<file path="config.mk">
export PLATFORM = sky130hd
export DESIGN_NAME = clasificador_vc_flat
export DESIGN_NICKNAME = d
export VERILOG_FILES = /design/src/rtl/clasificador_vc_pkg.sv /design/src/rtl/clasificador_vc_if.sv /design/src/rtl/clasificador_vc_pops.sv /design/src/rtl/clasificador_vc.sv /design/src/flat_wrapper.sv
export SDC_FILE = /design/constraint.sdc
export NUM_CORES = 1
export LEC_CHECK = 0
export CAP_MARGIN = 40
export CORE_UTILIZATION = 37
export CTS_CLUSTER_DIAMETER = 80
export CTS_CLUSTER_SIZE = 25
export DETAILED_ROUTE_END_ITERATION = 12
export PLACE_DENSITY = 0.81
export SLEW_MARGIN = 25
export SYNTH_ARGS = -nofsm -noshare
export SYNTH_HDL_FRONTEND = slang
export SYNTH_SLANG_ARGS = --single-unit
export TNS_END_PERCENT = 5
</file>
<file path="constraint.sdc">
create_clock -name clk -period 1.2 [get_ports clk]
set_input_delay 0.24 -clock clk [delete_from_list [all_inputs] [get_ports clk]]
set_output_delay 0.24 -clock clk [all_outputs]
set_load 0.02 [all_outputs]
</file>
<file path="src/rtl/clasificador_vc_pkg.sv">
// clasificador_vc_pkg: shared constants for the VC0/VC1 classifier
package clasificador_vc_pkg;
    localparam int DATA_WIDTH_DEF = 6;
    localparam int SEL_BIT_DEF    = 4;
    localparam logic [1:0] ST_RESET  = 2'b00;
    localparam logic [1:0] ST_INIT   = 2'b01;
    localparam logic [1:0] ST_IDLE   = 2'b10;
    localparam logic [1:0] ST_ACTIVE = 2'b11;
endpackage

</file>
<file path="src/rtl/clasificador_vc_if.sv">
// clasificador_vc_if: main FIFO read side plus VC0/VC1 write side of the classifier
interface clasificador_vc_if #(
    parameter int DATA_WIDTH = clasificador_vc_pkg::DATA_WIDTH_DEF
);
    logic [DATA_WIDTH-1:0] main_data;
    logic                  main_empty;
    logic                  VC0_pause;
    logic                  VC1_pause;
    logic                  main_pop;
    logic                  VC0_push;
    logic                  VC1_push;
    logic [DATA_WIDTH-1:0] VC0_data;
    logic [DATA_WIDTH-1:0] VC1_data;
    logic                  idle;
    modport master (
        input  main_data, main_empty, VC0_pause, VC1_pause,
        output main_pop, VC0_push, VC1_push, VC0_data, VC1_data, idle
    );
    modport slave (
        output main_data, main_empty, VC0_pause, VC1_pause,
        input  main_pop, VC0_push, VC1_push, VC0_data, VC1_data, idle
    );
endinterface

</file>
<file path="src/rtl/clasificador_vc_pops.sv">
// clasificador_vc_pops: pop gating toward the main FIFO and the one-cycle read-latency flag
module clasificador_vc_pops (
    input  logic clk,
    input  logic reset_L,
    input  logic active_i,
    input  logic main_empty_i,
    input  logic vc0_pause_i,
    input  logic vc1_pause_i,
    output logic main_pop_o,
    output logic pop_delay_o
);
    logic pop_delay_q;
    logic pop_delay_d;
    // both pauses gate: the class of the next word is unknown until it is read
    always_comb begin
        main_pop_o  = active_i & ~main_empty_i & ~vc0_pause_i & ~vc1_pause_i;
        pop_delay_d = main_pop_o;
    end
    always_ff @(posedge clk or negedge reset_L) begin
        if (!reset_L) pop_delay_q <= 1'b0;
        else          pop_delay_q <= pop_delay_d;
    end
    assign pop_delay_o = pop_delay_q;
endmodule

</file>
<file path="src/rtl/clasificador_vc.sv">
// clasificador_vc: pops main FIFO words and pushes each into VC0/VC1 by its select bit
// Optional per-VC push counters when CLASIF_CONTADORES_EN is defined.
module clasificador_vc
    import clasificador_vc_pkg::*;
#(
    parameter int DATA_WIDTH = DATA_WIDTH_DEF,
    parameter int SEL_BIT    = SEL_BIT_DEF
) (
    input  logic              clk,
    input  logic              reset_L,
    clasificador_vc_if.master bus
`ifdef CLASIF_CONTADORES_EN
   ,output logic [7:0]        cnt_VC0,
    output logic [7:0]        cnt_VC1
`endif
);
    logic [1:0]            state_q, state_d;
    logic                  vc0_push_q, vc0_push_d;
    logic                  vc1_push_q, vc1_push_d;
    logic [DATA_WIDTH-1:0] vc0_data_q, vc0_data_d;
    logic [DATA_WIDTH-1:0] vc1_data_q, vc1_data_d;
    logic                  main_pop;
    logic                  pop_delay;
    logic                  sel;

    clasificador_vc_pops u_pops (
        .clk          (clk),
        .reset_L      (reset_L),
        .active_i     (state_q == ST_ACTIVE),
        .main_empty_i (bus.main_empty),
        .vc0_pause_i  (bus.VC0_pause),
        .vc1_pause_i  (bus.VC1_pause),
        .main_pop_o   (main_pop),
        .pop_delay_o  (pop_delay)
    );

    assign sel = bus.main_data[SEL_BIT];

    // ACTIVE only falls back to IDLE once nothing is left in the pop->push pipeline
    always_comb begin
        state_d    = (state_q == ST_RESET) ? ST_INIT :
                     (state_q == ST_INIT)  ? ST_IDLE :
                     (state_q == ST_IDLE)  ? (bus.main_empty ? ST_IDLE : ST_ACTIVE) :
                     (bus.main_empty && !pop_delay && !(vc0_push_q || vc1_push_q)) ? ST_IDLE : ST_ACTIVE;
        vc0_push_d = pop_delay & ~sel;
        vc1_push_d = pop_delay & sel;
        vc0_data_d = vc0_push_d ? bus.main_data : '0;
        vc1_data_d = vc1_push_d ? bus.main_data : '0;
    end

    always_ff @(posedge clk or negedge reset_L) begin
        if (!reset_L) begin
            state_q    <= ST_RESET;
            vc0_push_q <= 1'b0;
            vc1_push_q <= 1'b0;
            vc0_data_q <= '0;
            vc1_data_q <= '0;
        end else begin
            state_q    <= state_d;
            vc0_push_q <= vc0_push_d;
            vc1_push_q <= vc1_push_d;
            vc0_data_q <= vc0_data_d;
            vc1_data_q <= vc1_data_d;
        end
    end

    assign bus.main_pop = main_pop;
    assign bus.VC0_push = vc0_push_q;
    assign bus.VC1_push = vc1_push_q;
    assign bus.VC0_data = vc0_data_q;
    assign bus.VC1_data = vc1_data_q;
    assign bus.idle     = (state_q == ST_IDLE);

`ifdef CLASIF_CONTADORES_EN
    logic [7:0] cnt_vc0_q, cnt_vc0_d;
    logic [7:0] cnt_vc1_q, cnt_vc1_d;
    always_comb begin
        cnt_vc0_d = cnt_vc0_q + {7'b0, vc0_push_q};
        cnt_vc1_d = cnt_vc1_q + {7'b0, vc1_push_q};
    end
    always_ff @(posedge clk or negedge reset_L) begin
        if (!reset_L) begin
            cnt_vc0_q <= '0;
            cnt_vc1_q <= '0;
        end else begin
            cnt_vc0_q <= cnt_vc0_d;
            cnt_vc1_q <= cnt_vc1_d;
        end
    end
    assign cnt_VC0 = cnt_vc0_q;
    assign cnt_VC1 = cnt_vc1_q;
`endif
endmodule

</file>
<file path="src/flat_wrapper.sv">
// flat-port wrapper written by rule: the top's interface ports become plain ports
module clasificador_vc_flat import clasificador_vc_pkg::*;
#(
    parameter int DATA_WIDTH = DATA_WIDTH_DEF,
    parameter int SEL_BIT    = SEL_BIT_DEF
)
  (clk, reset_L, bus_main_data, bus_main_empty, bus_VC0_pause, bus_VC1_pause, bus_main_pop, bus_VC0_push, bus_VC1_push, bus_VC0_data, bus_VC1_data, bus_idle);
  clasificador_vc_if #(.DATA_WIDTH(DATA_WIDTH)) bus_i ();
  input  logic clk;
  input  logic reset_L;
  input wire logic [$bits(bus_i.main_data)-1:0] bus_main_data;
  input wire logic [$bits(bus_i.main_empty)-1:0] bus_main_empty;
  input wire logic [$bits(bus_i.VC0_pause)-1:0] bus_VC0_pause;
  input wire logic [$bits(bus_i.VC1_pause)-1:0] bus_VC1_pause;
  output wire logic [$bits(bus_i.main_pop)-1:0] bus_main_pop;
  output wire logic [$bits(bus_i.VC0_push)-1:0] bus_VC0_push;
  output wire logic [$bits(bus_i.VC1_push)-1:0] bus_VC1_push;
  output wire logic [$bits(bus_i.VC0_data)-1:0] bus_VC0_data;
  output wire logic [$bits(bus_i.VC1_data)-1:0] bus_VC1_data;
  output wire logic [$bits(bus_i.idle)-1:0] bus_idle;
  assign bus_i.main_data = bus_main_data;
  assign bus_i.main_empty = bus_main_empty;
  assign bus_i.VC0_pause = bus_VC0_pause;
  assign bus_i.VC1_pause = bus_VC1_pause;
  assign bus_main_pop = bus_i.main_pop;
  assign bus_VC0_push = bus_i.VC0_push;
  assign bus_VC1_push = bus_i.VC1_push;
  assign bus_VC0_data = bus_i.VC0_data;
  assign bus_VC1_data = bus_i.VC1_data;
  assign bus_idle = bus_i.idle;
  clasificador_vc #(.DATA_WIDTH(DATA_WIDTH), .SEL_BIT(SEL_BIT)) u_core (.clk(clk), .reset_L(reset_L), .bus(bus_i));
endmodule
</file>
==> flow_summary.ini <==
[synthesis]
mappedNetlistArea_um2 = 536
area_share_of_the_largest_cell_type_after_synthesis_pct = 74.8
synth_sequential_area_ratio_pct = 74.8
netlist_top_cells_area = dfrtp_1 (75%), and2_1 (7.0%), and3_2 (4.2%)
synth.ff_latch_count = 16
ys_warn_count = 0
post_synth.cell_area_avg_um2 = 14.5
synth_nets = 48
yosysUniqueCellTypes = 14
syn-instance-count = 37
synth.largest_area_cell = dfrtp_1

[floorplan]
initial_standard_cell_utilization_of_the_core_pct = 40.6
coreArea_mm2 = 0.00132
y_dimension_of_the_die_um = 40.0
die_width_um = 40.0
i_o_pin_count = 27
fp.dieArea_mm2 = 0.00160
placementRows = 13

[clock_tree]
clock_root_buffer_master = clkbuf_4
ctsHtreeMaxLevel = 1
clock_latency_on_the_worst_skew_pair_ns = 0.28
clk_pin_slew_worst_paths_ns = 0.09
cts.sink_count = 16
cts-root-to-sink-buffers = 2
tritoncts_clock_tree = done
tritoncts.num_buffers = 3
postCtsSetupBuffers = 0

[worst_setup_path]
required_ns = 0.96
critical_path_class = reg2out
worst-path-max-fanout = 3
timing.critical_path.from_type = register
worstPathCellList = nand2_1, nor4_2, buf_4
timing.reg2reg.worst_path_depth = 2
cp_peak_stage_delay_ns = 0.37
cp_top_family = flip-flops
path_buf_inv = 1
crit-reg2reg-launch = u_core.u_pops.pop_delay_o
critPathSlowestCell = dfrtp_1
critical_path.endpoint_type = output port
timing.reg2reg.setup_slack_ns = 0.28
critical_path.reg2reg.endpoint = u_core.state_q[0]
arrival_ns = 1.10

[power_and_ir_drop]
cellPowerDensity_mw_per_mm2 = 1210
report.power.total_mw = 0.990
leakagePower_nw = 0.445
vdd_ir_drop_max_v = 0.000714

[drt]
wl_per_cell_um = 12.3
avgViaCountPerCell = 4.49
post-route-drc-count = 0
drt_first_iter_violations = 2
via_count = 377
antenna_violating_nets_post_route = 0
dr.pass1.iters = 2
wirelength_um = 1040

[placed_design]
globalplace.congestion = 0.621
buffer_ports.inserted = 26
dpl.hpwl_um = 777
place.detailed.instances = 80

[flow_run]
max_cap_viol_count = 0

[min_path]
timing.hold.worst.class = in2reg
hold_path_end = u_core.u_pops.pop_delay_o
hold_path.startpoint = bus_VC0_pause
timing.hold.worst_path_depth = 2

[layout]
multi_input_logic_area_um2 = 138
instances_no_fill = 84
syn_to_final_growth_pct = 53.3
num-fill-cells = 112
post_route_cells_drive_above_1_share_pct = 40.6
diode_insertion_count_for_antenna_repair = 0
layout_commonest_cell = dfrtp_1
layout.area.seq_um2 = 400
nNetsFinal = 81
mostFrequentLayoutCells = dfrtp_1 (16), clkbuf_2 (9), clkdlybuf4s50_1 (8)

[timing]
aggregate_negative_setup_slack_ns = -0.161
timing.final.crit_share_pct = 112
rsz0062_at_grt = yes
finalClockSkew_ns = 0.00131
final.setup.worst_slack_ns = -0.144
final-setup-viol-count = 2
fin_crit_ns = 1.34
fmax_mhz = 744
finalHoldViolations = 0
slew_viol_final = 0

[global_routing]
grt_util_met2_pct = 23.0
global_route.peak_usage_layer = met2
global_route.overflow_total = 0
number_of_antenna_violations_at_the_first_check_in_global_routing = 0
grt_pass1_vias = 332
groute.usage.overall_pct = 15.1
global_route.usage.met1_pct = 17.8
grt_use_met3_pct = 5.00
grt_first_pass_wirelength_um = 1480
grt_start_max_net_pins = 17

[status]
violations_in_the_final_reports = negative setup slack
status = finished, violations left
-- registers in the layout (all words and copies together), names as in the netlist --
name / count
u_core.bus.VC0_data: 6
u_core.bus.VC0_push: 1
u_core.bus.VC1_data: 5
u_core.bus.VC1_push: 1
u_core.state_q: 2
u_core.u_pops.pop_delay_o: 1
-- per-layer routing --
layer | wire (um) | vias to the layer above
met2 | 520 | 17
li1 | - | 184
met3 | 92 | 2
met4 | 20 | 0
met1 | 403 | 174
met5 | 0 | -
-- repair_timing --
action	4_1_cts	5_1_grt
setup endpoints to repair	16	13
pin swaps	0	0
hold buffers	0	0
gates resized for setup	45	16
cloned	0	0
-- worst reg2reg max path: stages, from the launching register on --
cell and delay (ns):
dfrtp_1 0.45, nor3_1 0.21, o221ai_1 0.14
-- area by class of cell --
class | count | share of cell area (%)
Timing Repair Buffer | 29 | 27.3
Multi-Input combinational cell | 19 | 16.8
Clock buffer | 4 | 4.42
Tap cell | 15 | 2.29
Inverter | 1 | 0.457
Sequential cell | 16 | 48.8
-- power breakdown --
| part | switching (mW) | internal [mW] | total, mW |
|---|---|---|---|
| logic | 0.0448 | 0.0508 | 0.0955 |
| clock network | 0.157 | 0.184 | 0.341 |
| registers | 0.00504 | 0.548 | 0.553 |
| total | 0.207 | 0.783 | 0.990 |
-- cells in the mapped netlist --
library cell  count
o221ai_1          1
nand2_1           1
and2_1            6
conb_1            1
nor3_1            1
dfrtp_1          16
or2_1             1
nor2_1            1
and3_2            3
nor4_1            1
buf_4             1
inv_1             1
and3_1            2
nor2b_4           1
-- worst max-delay path by stage --
stage,cells after the start,slack (ns),startpoint,to
after floorplan,2,0.13,u_core.state_q[0],bus_main_pop
after global placement,3,-0.66,bus_main_empty,bus_main_pop
after detailed placement,3,-0.67,bus_main_empty,bus_main_pop
after CTS,3,-0.16,u_core.state_q[1],bus_main_pop
after global routing,3,-0.27,u_core.state_q[1],bus_main_pop
final,3,-0.14,u_core.state_q[1],bus_main_pop
-- logic make-up after synthesis --
group / after synthesis / synth area share [%]
compound gates: 1 / 1.64
buf+inv: 2 / 2.10
flops: 16 / 74.8
other cells: 1 / 0.700
simple gates: 17 / 20.8
-- stage by stage --
stage | utilization [%] | hold WS, ns | setup WS, ns | cell area, um^2
floorplan | - | -0.0556 | 0.132 | 542
global placement | 63.4 | 0.494 | -0.658 | 836
detailed placement | 63.4 | 0.516 | -0.668 | 836
CTS | 65.3 | 0.245 | -0.160 | 861
global route | 62.3 | 0.248 | -0.270 | 821
finish | 62.3 | 0.257 | -0.144 | 821
Note: power is estimated with default switching activity, not from simulation.
